==> config.mk <==
export PLATFORM = sky130hd
export DESIGN_NAME = brick_hit_arbiter
export DESIGN_NICKNAME = d
export VERILOG_FILES = /design/src/rtl/breakout_pkg.sv /design/src/rtl/brick_prio_enc.sv /design/src/rtl/brick_hit_arbiter.sv
export SDC_FILE = /design/constraint.sdc
export NUM_CORES = 1
export LEC_CHECK = 0
export BUFFER_PORTS_ARGS = -buffer_cell sky130_fd_sc_hd__buf_2
export CORE_ASPECT_RATIO = 1.2
export CORE_UTILIZATION = 45
export CTS_CLUSTER_DIAMETER = 150
export CTS_CLUSTER_SIZE = 30
export DETAILED_ROUTE_END_ITERATION = 10
export GPL_ROUTABILITY_DRIVEN = 1
export GPL_TIMING_DRIVEN = 0
export PLACE_DENSITY_LB_ADDON = 0.1
export SLEW_MARGIN = 20
export SYNTH_ARGS = -nofsm -noshare
export SYNTH_HDL_FRONTEND = slang
export SYNTH_HIERARCHICAL = 1
export SYNTH_SLANG_ARGS = --single-unit
==> constraint.sdc <==
create_clock -name i_clk -period 3.8 [get_ports i_clk]
set_input_delay 0.57 -clock i_clk [delete_from_list [all_inputs] [get_ports i_clk]]
set_output_delay 0.57 -clock i_clk [all_outputs]
set_load 0.01 [all_outputs]
==> src/rtl/breakout_pkg.sv <==
// Shared hit codes and arbiter state encoding for the brick wall.
// Included by brick_prio_enc and brick_hit_arbiter.
package breakout_pkg;

   localparam logic [1:0] HIT_NONE   = 2'b00;
   localparam logic [1:0] HIT_V      = 2'b01;
   localparam logic [1:0] HIT_H      = 2'b10;
   localparam logic [1:0] HIT_CORNER = 2'b11;

   localparam logic [1:0] IDLE    = 2'd0;
   localparam logic [1:0] PLAY    = 2'd1;
   localparam logic [1:0] RESOLVE = 2'd2;
   localparam logic [1:0] CLEAR   = 2'd3;

endpackage

==> src/rtl/brick_prio_enc.sv <==
// Lowest-index-first priority encoder over the pending brick vector.
// Returns the winning index and a valid flag.
module brick_prio_enc
   import breakout_pkg::*;
#(
   parameter int N  = 8,
   parameter int IW = (N > 1) ? $clog2(N) : 1
) (
   input  logic [N-1:0]  req,
   output logic [IW-1:0] idx,
   output logic          valid
);

   // Scan from the top so the lowest set bit is the last write.
   always_comb begin
      idx   = '0;
      valid = 1'b0;
      for (int i = N - 1; i >= 0; i--) begin
         if (req[i]) begin
            idx   = IW'(i);
            valid = 1'b1;
         end
      end
   end

endmodule

==> src/rtl/brick_hit_arbiter.sv <==
// Brick wall controller: serialises brick hits once per frame, merges bounces.
// Optional COMBO_SCORE_EN scales points by a paddle-cleared combo counter.
module brick_hit_arbiter
   import breakout_pkg::*;
#(
   parameter int N_BRICKS  = 8,
   parameter int POINTS    = 1,
   parameter int SCORE_W   = 9,
   parameter int COMBO_MAX = 7,
   localparam int CNT_W    = $clog2(N_BRICKS + 1)
) (
   input  logic                  i_clk,
   input  logic                  i_rst_n,
   input  logic                  i_ani_stb,
   input  logic                  i_mode,
   input  logic                  i_start,
   input  logic                  i_paddle_hit,
   input  logic [2*N_BRICKS-1:0] i_hit,
   output logic [N_BRICKS-1:0]   o_brick_ack,
   output logic                  o_flip_x,
   output logic                  o_flip_y,
   output logic [SCORE_W-1:0]    o_score,
   output logic [CNT_W-1:0]      o_remaining,
   output logic                  o_level_clear
);

   localparam int IW = (N_BRICKS > 1) ? $clog2(N_BRICKS) : 1;

   logic [1:0]          state;
   logic [N_BRICKS-1:0] alive;
   logic [N_BRICKS-1:0] pending;
   logic [1:0]          code [N_BRICKS];
   logic                fx;
   logic                fy;

   logic [N_BRICKS-1:0] hit_nz;
   logic [N_BRICKS-1:0] gmask;
   logic [N_BRICKS-1:0] pend_nxt;
   logic [IW-1:0]       g;
   logic                g_valid;
   logic                take;
   logic                capture;
   logic                fx_nxt;
   logic                fy_nxt;
   logic [CNT_W-1:0]    rem_nxt;
   logic [SCORE_W:0]    add_pts;
   logic [SCORE_W:0]    sum;
   logic [SCORE_W-1:0]  score_nxt;
   logic                start_go;

   brick_prio_enc #(.N(N_BRICKS), .IW(IW)) u_enc (
      .req   (pending),
      .idx   (g),
      .valid (g_valid)
   );

   assign capture  = i_mode && (state == PLAY || state == RESOLVE);
   assign take     = i_mode && (state == RESOLVE) && g_valid;
   assign start_go = i_mode && (state == IDLE) && i_start;

`ifdef COMBO_SCORE_EN
   localparam int CW = (COMBO_MAX > 0) ? $clog2(COMBO_MAX + 1) : 1;
   logic [CW-1:0] combo;

   assign add_pts = (SCORE_W + 1)'(POINTS * (int'(combo) + 1));

   // Paddle contact wins over a same-cycle grant increment.
   always_ff @(posedge i_clk or negedge i_rst_n) begin
      if (!i_rst_n) begin
         combo <= '0;
      end else if (start_go || i_paddle_hit) begin
         combo <= '0;
      end else if (take && int'(combo) < COMBO_MAX) begin
         combo <= combo + 1'b1;
      end
   end
`else
   logic unused_paddle;
   assign unused_paddle = i_paddle_hit;
   assign add_pts = (SCORE_W + 1)'(POINTS);
`endif

   always_comb begin
      hit_nz = '0;
      for (int i = 0; i < N_BRICKS; i++) begin
         hit_nz[i] = |i_hit[2*i +: 2];
      end
      gmask     = g_valid ? (N_BRICKS'(1) << g) : '0;
      pend_nxt  = (pending | (hit_nz & alive)) & ~gmask;
      fx_nxt    = fx | (g_valid & code[g][1]);
      fy_nxt    = fy | (g_valid & code[g][0]);
      rem_nxt   = (o_remaining != '0) ? o_remaining - 1'b1 : '0;
      sum       = {1'b0, o_score} + add_pts;
      score_nxt = sum[SCORE_W] ? '1 : sum[SCORE_W-1:0];
   end

   assign o_brick_ack   = take ? gmask : '0;
   assign o_level_clear = (state == CLEAR);

   always_ff @(posedge i_clk or negedge i_rst_n) begin
      if (!i_rst_n) begin
         for (int i = 0; i < N_BRICKS; i++) code[i] <= HIT_NONE;
      end else if (capture) begin
         for (int i = 0; i < N_BRICKS; i++) begin
            if (hit_nz[i] && alive[i]) code[i] <= i_hit[2*i +: 2];
         end
      end
   end

   always_ff @(posedge i_clk or negedge i_rst_n) begin
      if (!i_rst_n) begin
         state       <= IDLE;
         alive       <= '1;
         pending     <= '0;
         fx          <= 1'b0;
         fy          <= 1'b0;
         o_flip_x    <= 1'b0;
         o_flip_y    <= 1'b0;
         o_score     <= '0;
         o_remaining <= CNT_W'(N_BRICKS);
      end else begin
         o_flip_x <= 1'b0;
         o_flip_y <= 1'b0;
         if (!i_mode) begin
            state       <= IDLE;
            alive       <= '1;
            pending     <= '0;
            fx          <= 1'b0;
            fy          <= 1'b0;
            o_remaining <= CNT_W'(N_BRICKS);
         end else begin
            unique case (state)
               IDLE: begin
                  if (i_start) begin
                     state   <= PLAY;
                     o_score <= '0;
                  end
               end
               PLAY: begin
                  pending <= pending | (hit_nz & alive);
                  if (i_ani_stb && pending != '0) state <= RESOLVE;
               end
               RESOLVE: begin
                  if (g_valid) begin
                     alive       <= alive & ~gmask;
                     pending     <= pend_nxt;
                     o_remaining <= rem_nxt;
                     o_score     <= score_nxt;
                  end
                  // New hits keep the grant loop going until nothing is left.
                  if (!g_valid || pend_nxt == '0) begin
                     o_flip_x <= fx_nxt;
                     o_flip_y <= fy_nxt;
                     fx       <= 1'b0;
                     fy       <= 1'b0;
                     if (g_valid) state <= (rem_nxt == '0) ? CLEAR : PLAY;
                     else state <= (o_remaining == '0) ? CLEAR : PLAY;
                  end else begin
                     fx <= fx_nxt;
                     fy <= fy_nxt;
                  end
               end
               CLEAR: begin
                  state <= CLEAR;
               end
            endcase
         end
      end
   end

endmodule

==> results by group, run 1 <==
Detailed routing
  – Routed WL per cell: 15.5 um
  – DRC Markers: 0
  – DR vias/cell: 5.55
  – WL met1: 3.25 mm
  – Detailed Routing Iterations Pass 1: 4
  – DRT iter0 DRCs: 224
  – Detailed Route WL: 7.21 mm
  – WL met2: 3.51 mm
  – ANT nets after route: 0
  – Top routing layer in use: met4
  – WL met3: 323 um
  – DR vias: 2,580

Critical path
  – Most frequent CP cell: nor2_1
  – Worst reg2reg startpoint: pending[2]
  – CP startpoint: pending[4]
  – Worst EP arrival: 2.48 ns
  – Flop-to-flop setup slack: 0.94 ns
  – Crit path capture type: output pin
  – Critical Path RT: 3.23 ns
  – Critical path's largest stage delay: 0.48 ns
  – R2R depth: 6
  – Worst setup SP type: flop
  – Critical path type: flop to output pin
  – Peak fanout along the critical path: 10
  – FF-to-FF End: fx
  – Crit-path slowest cell: dfrtp_1
  – CP cell instances: nor2_1 -> o21ai_0 -> a211oi_1 -> buf_6 -> clkbuf_1 -> nand2b_1 -> nor2_1 -> buf_2
  – Buf/Inv on CP: 3
  – Delay-heaviest family, CP: buffers and inverters

Clocking
  – Hold_buf cts: 0
  – CTS resizes: 0
  – CTS tree: done
  – Worst-path clk slew: 0.09 ns
  – Setup Buffers After CTS: 0
  – Total number of H-tree levels: 2
  – Root Buffer: clkbuf_8
  – Clock Tree Buf Depth: 2
  – Sink Count: 51
  – Worst-Skew Late Latency: 0.32 ns
  – Total CTS buffers: 5

STA
  – Post-route setup TNS: 0 ns
  – Final period utilization: 80.3%
  – Final Critical Period: 3.05 ns
  – Slew @ Worst Pin: 0.805 ns
  – Worst hold slack: 0.264 ns
  – RSZ-0062 raised after global routing: no
  – Max transition margin: 46.3%
  – Final number of hold-violating endpoints: 0
  – FMAX: 0.328 GHz
  – Final setup viols: 0
  – Worst Skew: 0.00818 ns
  – Final count of pins violating max slew: 0

Floorplan
  – Core area: 0.00613 sq mm
  – Die W: 75.3 um
  – I/O pin cnt: 46
  – Die height: 90.0 um
  – Initial Util: 47.4%
  – FP Rows: 31
  – Die ar.: 0.00678 sq mm

Power and ir drop
  – Sequential Power Share: 40.4%
  – Clock Power Share: 15.1%
  – Leak: 1.59 nW
  – Switching pwr: 0.897 mW
  – Cell Pwr Density: 644 mW/mm^2
  – Logic pwr share: 44.5%
  – Max VDD drop: 0.000300 V
  – Switching Share: 42.0%
  – Internal power: 1.24 mW

Run
  – Max Cap Viol: 0

Global routing
  – Total gr overflow: 0
  – Wire length of the first global-routing pass: 11.9 mm
  – Total GRT Usage: 23.2%
  – Initial antenna violation count: 0
  – Largest net degree at the start of global routing: 52
  – Vias in the first global route: 2,465

Cells and area
  – Most common cell after layout, fill and taps aside: nand2_1
  – Final instance area: 0.00332 sq mm
  – Filler Cells Inserted: 621
  – Commonest non-fill, non-tap cells in the layout: nand2_1 (72), buf_2 (45), dfrtp_1 (42)
  – Area of the multi-input gates: 0.00151 sq mm
  – Net count, final: 409
  – Register area: 0.00129 sq mm
  – Share of layout cells above drive strength 1: 21.9%
  – Ant. Diodes: 0
  – Area Overhead vs Synth: 14.5%
  – Final cell count without fillers: 465

Place
  – HPWL after detailed placement: 5.28 mm
  – Placer Congestion: 0.866
  – # port buffers: 44
  – Area after DPL: 0.00324 sq mm
  – Inst Count DP: 457

Synth
  – Synth warnings: 6
  – Synthesized area: 0.00290 sq mm
  – Cell count after synthesis: 331
  – Flops & latches, synth: 51
  – Async S/R FF share, synth: 100%
  – Post-synth cell types: 53
  – Post-synth EDFFs: 0
  – Mean post-synth cell area: 8.77 sq um
  – Syn_nets: 358
  – Most used DFF post-synth: dfrtp_1
  – Sequential fraction of the synthesis area: 44.4%

Outcome
  – Outcome: completed

Hold path
  – Min-Delay Path Class: primary input to asynchronous set/reset pin
[cell usage after synthesis (2+ instances only)]
cell       n  share of area, %
clkbuf_1  10               1.3
nand2_1   72               9.3
o21a_1     6               1.6
and3_1     4              0.86
o21ai_2    2              0.60
dfstp_2    9               8.1
nand2b_1   9               1.9
inv_1     10               1.3
a21o_1     2              0.52
and2_1     2              0.43
a21boi_1   2              0.52
nand3_1   26               4.5
a21oi_1   27               4.7
or3_1      2              0.43
o21bai_1   2              0.52
or4_1      2              0.52
nor4_2     4               1.7
o31ai_1    4               1.0
mux4_2     4               3.1
dfrtp_1   42                36
nor4_1     7               1.5
nor2b_1    4              0.86
o21ai_0   12               2.1
o211ai_1   2              0.52
a211oi_1   2              0.52
ha_1       5               2.2
mux2_2     2              0.78
buf_4      2              0.52
buf_2      2              0.34
nand4_1    3              0.65
nor2_1    22               2.8
nor3_1     6               1.0
[power groups by stage]
stage	Sequential, mW	Clock, mW	Combinational [mW]
after floorplan	0.831	0	0.719
after global placement	0.872	0	0.936
after detailed placement	0.874	0	0.953
after CTS	0.864	0.327	0.956
after global routing	0.891	0.349	1.07
final	0.864	0.322	0.953
[per-layer routing]
metal	vias up	global-route usage [%]
met5	-	0
met4	0	7.25
met3	8	4.71
met2	65	37.8
met1	1233	30.6
li1	1274	-
[worst max path at each step]
stage	cells after the start	endpoint
after global placement	6	fx
after CTS	5	o_brick_ack[5]
final	8	o_brick_ack[6]
after detailed placement	6	fx
after global routing	8	o_brick_ack[6]
after floorplan	6	fx
[through the flow]
step	power [mW]	setup WS (ns)	utilization [%]
after CTS	2.15	0.776	54.2
after floorplan	1.55	1.12	-
after global placement	1.81	0.500	52.6
after detailed placement	1.83	0.946	52.8
final	2.14	0.747	54.2
after global routing	2.31	0.620	54.2
[cells by family after synthesis]
| kind of cell | synth area share (%) |
|---|---|
| muxes | 3.88 |
| DFF | 44.4 |
| buffers and inverters | 3.84 |
| and+or+nand+nor | 29.1 |
| adders and majority gates | 2.16 |
| AOI/OAI and AO/OA | 16.6 |
[final cells by class]
cell class                 count  share of cell area, %
timing repair buffer          44                   6.70
buffer                        15                   2.22
clock buffer                   5                   2.07
tap                           82                   3.09
inverter                      10                   1.13
sequential                    51                   38.7
multi-input combinational    255                   45.5
clock inverter                 3                  0.565
[flip-flops by register name, indices dropped and copies added, names as in the netlist]
signal       count
o_flip_y         1
pending          8
alive            8
o_remaining      4
fx               1
code            16
state            2
fy               1
o_score          9
o_flip_x         1
(Power assumes the default switching activity.)
==> run 2, diff against run 1 <==
==> constraint.sdc (replaced) <==
create_clock -name i_clk -period 3.05 [get_ports i_clk]
set_input_delay 0.4575 -clock i_clk [delete_from_list [all_inputs] [get_ports i_clk]]
set_output_delay 0.4575 -clock i_clk [all_outputs]
set_load 0.01 [all_outputs]
==> run 2 against run 1 <==
Against the previous run:
- total power rose by 25%
- largest cell class unchanged
- combinational power rose by 26%
- routed wire length rose by 0.39%
- largest power group unchanged
- global-route usage did not move
- non-clock buffer count did not move
- core utilization rose by 0.20 points
- first-iteration DRC count rose by 9.4%
- flip-flop and latch count did not move
- sequential share of layout area fell by 0.15 points
==> results by group, run 2 (synthesis results as in run 1) <==
Detailed routing
  – DR vias/cell: 5.59 (+0.74%)
  – Routed WL per cell: 15.6 um (+0.39%)
  – DRC Markers: 0 (unchanged)
  – Detailed Routing Iterations Pass 1: 4 (unchanged)
  – DR vias: 2,599 (+0.74%)
  – ANT nets after route: 0 (unchanged)
  – Detailed Route WL: 7.24 mm (+0.39%)
  – DRT iter0 DRCs: 245 (+9.4%)

Global routing
  – Largest net degree at the start of global routing: 52 (unchanged)
  – Total GRT Usage: 23.2% (unchanged)
  – Initial antenna violation count: 0 (unchanged)
  – Total gr overflow: 0 (unchanged)
  – Vias in the first global route: 2,465 (unchanged)
  – Wire length of the first global-routing pass: 11.9 mm (unchanged)

Power and ir drop
  – Leak: 1.59 nW (+0.40%)
  – Total power draw: 2.68 mW (+25%)
  – Cell Pwr Density: 804 mW/mm^2 (+25%)
  – Max VDD drop: 0.000374 V (+25%)

Cells and area
  – Final instance area: 0.00334 sq mm (+0.38%)
  – Biggest regs: code (16), o_score (9)
  – Reg with most FFs: code
  – Area Overhead vs Synth: 14.9%
  – Share of layout cells above drive strength 1: 22.2% (+0.26 points)
  – Most common cell after layout, fill and taps aside: nand2_1
  – Net count, final: 409 (unchanged)
  – Ant. Diodes: 0 (unchanged)
  – Commonest non-fill, non-tap cells in the layout: nand2_1 (72), buf_2 (45), dfrtp_1 (42)
  – Max reg flops: 16 (unchanged)

STA
  – Final count of pins violating max slew: 0 (unchanged)
  – FMAX: 0.363 GHz
  – Max transition margin: 46.6% (+0.24 points)
  – Slew @ Worst Pin: 0.802 ns (-0.00366 ns)
  – Setup WS post-layout: 0.292 ns (-0.455 ns)
  – Final Critical Period: 2.76 ns
  – RSZ-0062 raised after global routing: no
  – Final number of hold-violating endpoints: 0 (unchanged)
  – Final period utilization: 90.4%
  – Worst Skew: 0.00794 ns (-0.000240 ns)
  – Final setup viols: 0 (unchanged)

Run
  – Max Cap Viol: 0 (unchanged)

Critical path
  – Crit-path slowest cell: dfrtp_1
  – Critical path type: flop to output pin
  – Peak fanout along the critical path: 10 (unchanged)
  – Worst setup SP type: flop
  – Worst EP arrival: 2.30 ns (-0.18 ns)
  – Critical Path RT: 2.59 ns (-0.64 ns)
  – Crit path capture type: output pin
  – Most frequent CP cell: nor2_1
  – Buf/Inv on CP: 3 (unchanged)
  – Critical path's largest stage delay: 0.50 ns (+0.02 ns)
  – CP cell instances: nor2_1 -> o21ai_0 -> a211oi_1 -> buf_6 -> clkbuf_2 -> nand2b_1 -> nor2_1 -> buf_2
  – Delay-heaviest family, CP: buffers and inverters

Clocking
  – Clock Tree Buf Depth: 2 (unchanged)
  – Total number of H-tree levels: 2 (unchanged)
  – Worst-path clk slew: 0.09 ns (about the same)
  – Setup Buffers After CTS: 0 (unchanged)
  – Sink Count: 51 (unchanged)
  – Worst-Skew Late Latency: 0.32 ns (about the same)
  – Root Buffer: clkbuf_8
  – Total CTS buffers: 5 (unchanged)
  – CTS tree: done

Floorplan
  – Die height: 90.0 um (unchanged)
  – Die ar.: 0.00678 sq mm (unchanged)
  – I/O pin cnt: 46 (unchanged)
  – Core area: 0.00613 sq mm (unchanged)
  – FP Rows: 31 (unchanged)
  – Initial Util: 47.4% (unchanged)
  – Die W: 75.3 um (unchanged)

Place
  – Area after DPL: 0.00324 sq mm (unchanged)
  – Placer Congestion: 0.866 (unchanged)
  – HPWL after detailed placement: 5.28 mm (unchanged)
  – # port buffers: 44 (unchanged)
  – Post-Place Setup Slack: 0.196 ns (-0.750 ns)

Outcome
  – Outcome: completed

Hold path
  – Min-Delay Path Class: primary input to asynchronous set/reset pin
[run 2: power breakdown]
| group | switching, mW | internal [mW] |
|---|---|---|
| combinational | 0.685 | 0.514 |
| sequential | 0.205 | 0.878 |
| clock | 0.239 | 0.162 |
| total | 1.13 | 1.55 |
[run 2: path summary, 6_finish.rpt]
path	from	to	slack, ns	cells after the start
max	pending[4]	o_brick_ack[6]	0.29	8
max reg2reg	pending[2]	fx	0.36	6
min	i_rst_n	pending[5]	0.15	1
min reg2reg	code[10]	code[10]	0.48	2
min in group i_clk	i_hit[6]	code[8]	0.39	3
max in group asynchronous	i_rst_n	pending[3]	2.45	1
[run 2: metrics by stage]
stage / hold slack (ns) / instances / utilization, % / setup TNS [ns]
3_5_place_dp: 0.462 / 457 / 52.8 / 0
3_3_place_gp: 0.456 / 457 / 52.6 / -0.743
6_report: 0.153 / 465 / 54.4 / 0
2_1_floorplan: 0.162 / 331 / - / 0
5_1_grt: 0.217 / 465 / 54.4 / 0
4_1_cts: 0.199 / 465 / 54.2 / 0
[run 2: final cells by class]
class                   instances  area (sq um)
fillers                       621          2790
inverters                      10          37.5
multi-input cells             255          1520
flip-flops and latches         51          1290
clock inverters                 3          18.8
repair buffers                 44           223
plain buffers                  15          75.1
well taps                      82           103
clock buffers                   5          68.8
[run 2: layer usage]
metal	routed length, um	vias to the layer above	share of wire [%]	track usage (%)
met5	0	-	0	0
met4	145	0	2.0	7.25
met3	326	10	4.5	4.71
met2	3480	62	48	37.8
met1	3280	1253	45	30.6
li1	-	1274	-	-
[run 2: timing repair]
item / 4_1_cts / 5_1_grt
endpoints found under the setup margin: 0 / 2
hold buffers: 0 / 0
resized for setup: 0 / 3
==> run 3, diff against run 2 <==
--- a/config.mk
+++ b/config.mk
@@ -6,6 +6,7 @@
 export NUM_CORES = 1
 export LEC_CHECK = 0
 export BUFFER_PORTS_ARGS = -buffer_cell sky130_fd_sc_hd__buf_2
+export CAP_MARGIN = 20
 export CORE_ASPECT_RATIO = 1.2
 export CORE_UTILIZATION = 45
 export CTS_CLUSTER_DIAMETER = 150
@@ -13,7 +14,7 @@
 export DETAILED_ROUTE_END_ITERATION = 10
 export GPL_ROUTABILITY_DRIVEN = 1
 export GPL_TIMING_DRIVEN = 0
-export PLACE_DENSITY_LB_ADDON = 0.1
+export PLACE_DENSITY_LB_ADDON = 0.05
 export SLEW_MARGIN = 20
 export SYNTH_ARGS = -nofsm -noshare
 export SYNTH_HDL_FRONTEND = slang
==> run 3 against run 2 <==
Against the previous run:
- final cell count stayed put
- routed wire length is 0.69% lower
- flip-flop and latch count unchanged
- total power increased by 3.7%
- design area is 0.90% higher
==> results by group, run 3 (synthesis results as in run 1) <==
Cells and area
  – Most common cell after layout, fill and taps aside: nand2_1
  – Area Overhead vs Synth: 15.9%
  – Share of layout cells above drive strength 1: 22.2% (unchanged)
  – Final cell count without fillers: 465 (unchanged)
  – Filler Cells Inserted: 622 (+0.16%)
  – Commonest non-fill, non-tap cells in the layout: nand2_1 (72), buf_2 (45), dfrtp_1 (42)
  – Max reg flops: 16 (unchanged)
  – Reg with most FFs: code
  – Final instance area: 0.00337 sq mm (+0.90%)
  – Ant. Diodes: 0 (unchanged)
  – Net count, final: 409 (unchanged)
  – Finished Core Util: 54.9% (+0.49 points)
  – Biggest regs: code (16), o_score (9)

Power and ir drop
  – Switching pwr: 1.12 mW (-0.41%)
  – Switching Share: 40.4% (-1.7 points)
  – Clock Power Share: 17.7% (+2.8 points)
  – Total power draw: 2.78 mW (+3.7%)
  – Max VDD drop: 0.000360 V (-3.8%)
  – Sequential Power Share: 39.2% (-1.2 points)
  – Leak: 1.60 nW (+0.81%)
  – Internal power: 1.66 mW (+6.6%)
  – Logic pwr share: 43.1% (-1.6 points)
  – Cell Pwr Density: 826 mW/mm^2 (+2.7%)

Floorplan
  – Initial Util: 47.4% (unchanged)
  – Core area: 0.00613 sq mm (unchanged)
  – Die ar.: 0.00678 sq mm (unchanged)
  – I/O pin cnt: 46 (unchanged)
  – Die height: 90.0 um (unchanged)
  – FP Rows: 31 (unchanged)
  – Die W: 75.3 um (unchanged)

Detailed routing
  – DRT iter0 DRCs: 134 (-45%)
  – DRC Markers: 0 (unchanged)
  – Routed WL per cell: 15.5 um (-0.69%)
  – DR vias/cell: 5.54 (-0.88%)
  – ANT nets after route: 0 (unchanged)
  – DR vias: 2,576 (-0.88%)
  – Detailed Routing Iterations Pass 1: 4 (unchanged)
  – Detailed Route WL: 7.19 mm (-0.69%)

Clocking
  – Worst-path clk slew: 0.09 ns (about the same)
  – Hold_buf cts: 0 (unchanged)
  – Root Buffer: clkbuf_8
  – Worst-Skew Late Latency: 0.31 ns (about the same)
  – CTS tree: done
  – Sink Count: 51 (unchanged)
  – Total CTS buffers: 5 (unchanged)
  – Setup Buffers After CTS: 0 (unchanged)
  – Total number of H-tree levels: 2 (unchanged)
  – Clock Tree Buf Depth: 2 (unchanged)
  – CTS resizes: 0 (unchanged)

Critical path
  – Buf/Inv on CP: 1 (-2)
  – FF-to-FF End: state[0]
  – Peak fanout along the critical path: 10 (unchanged)
  – Worst EP arrival: 2.92 ns (+0.62 ns)
  – Worst setup SP type: flop
  – R2R depth: 9 (+3)
  – Critical path type: flop to flop
  – Crit path capture type: flop
  – Worst reg2reg startpoint: pending[2]
  – Delay-heaviest family, CP: simple AND/OR/NAND/NOR gates
  – Flop-to-flop setup slack: 0.33 ns (-0.03 ns)
  – Critical Path RT: 3.25 ns (+0.66 ns)
  – CP startpoint: pending[2]
  – CP cell instances: nor4_2 -> nor2b_1 -> buf_4 -> nand2_1 -> nor4_1 -> nor3_1 -> o41ai_4 -> o22ai_1 -> a21o_1
  – Crit-path slowest cell: dfrtp_1
  – Critical path's largest stage delay: 0.51 ns (about the same)

Global routing
  – Vias in the first global route: 2,499 (+1.4%)
  – Largest net degree at the start of global routing: 52 (unchanged)
  – Total GRT Usage: 23.3% (about the same)
  – Initial antenna violation count: 0 (unchanged)
  – Wire length of the first global-routing pass: 12.1 mm (+1.7%)
  – Total gr overflow: 0 (unchanged)

Place
  – Area after DPL: 0.00324 sq mm (unchanged)
  – # port buffers: 44 (unchanged)
  – HPWL after detailed placement: 5.29 mm (+0.20%)
  – Placer Congestion: 0.862 (-0.43%)
  – Inst Count DP: 457 (unchanged)
  – Post-Place Setup Slack: 0.184 ns (-0.0125 ns)

STA
  – Worst hold slack: 0.169 ns (+0.0157 ns)
  – Final count of pins violating max slew: 0 (unchanged)
  – FMAX: 0.368 GHz (+1.6%)
  – Post-route setup TNS: 0 ns (unchanged)
  – RSZ-0062 raised after global routing: no
  – Final number of hold-violating endpoints: 0 (unchanged)
  – Final Critical Period: 2.72 ns (-0.0425 ns)
  – Slew @ Worst Pin: 0.713 ns (-0.0887 ns)
  – Max transition margin: 52.5% (+5.9 points)
  – Final period utilization: 89.0% (-1.4 points)
  – Final setup viols: 0 (unchanged)
  – Setup WS post-layout: 0.335 ns (+0.0425 ns)
  – Worst Skew: 0.00715 ns (-0.000798 ns)

Outcome
  – Outcome: completed

Hold path
  – Min-Delay Path Class: primary input to asynchronous set/reset pin

Run
  – Max Cap Viol: 0 (unchanged)
-- run 3: worst max path at each step --
stage,end,depth (start not counted)
final,state[0],9
after global routing,o_flip_x,9
after CTS,o_brick_ack[6],5
after detailed placement,fx,6
after global placement,fx,6
after floorplan,fx,6
-- run 3: cell type report --
cell class | count | area, sq um | share of cell area [%]
multi-input cells | 255 | 1520 | 45.2
flip-flops and latches | 51 | 1290 | 38.3
repair buffers | 44 | 223 | 6.62
well taps | 82 | 103 | 3.05
clock buffers | 6 | 82.6 | 2.45
plain buffers | 15 | 75.1 | 2.23
inverters | 10 | 37.5 | 1.12
clock inverters | 2 | 35.0 | 1.04
-- run 3: metal layers --
layer	track usage, %	up-vias	wire length, um
met5	0	-	0
met4	7.25	0	134
met3	3.25	14	276
met2	38.8	65	3600
met1	30.6	1228	3170
li1	-	1269	-
-- run 3: worst reg2reg max path: stages (launching register included) --
cell	delay, ns
dfrtp_1	0.51
nor4_2	0.32
nor2b_1	0.34
buf_4	0.24
nand2_1	0.10
nor4_1	0.29
nor3_1	0.14
o41ai_4	0.35
o22ai_1	0.15
a21o_1	0.17
-- run 3: power by group through the flow --
stage	registers [mW]	logic, mW	clock network, mW
after floorplan	1.03	0.896	0
after global placement	1.09	1.16	0
after detailed placement	1.10	1.19	0
after CTS	1.08	1.19	0.505
after global routing	1.12	1.35	0.534
final	1.09	1.20	0.492
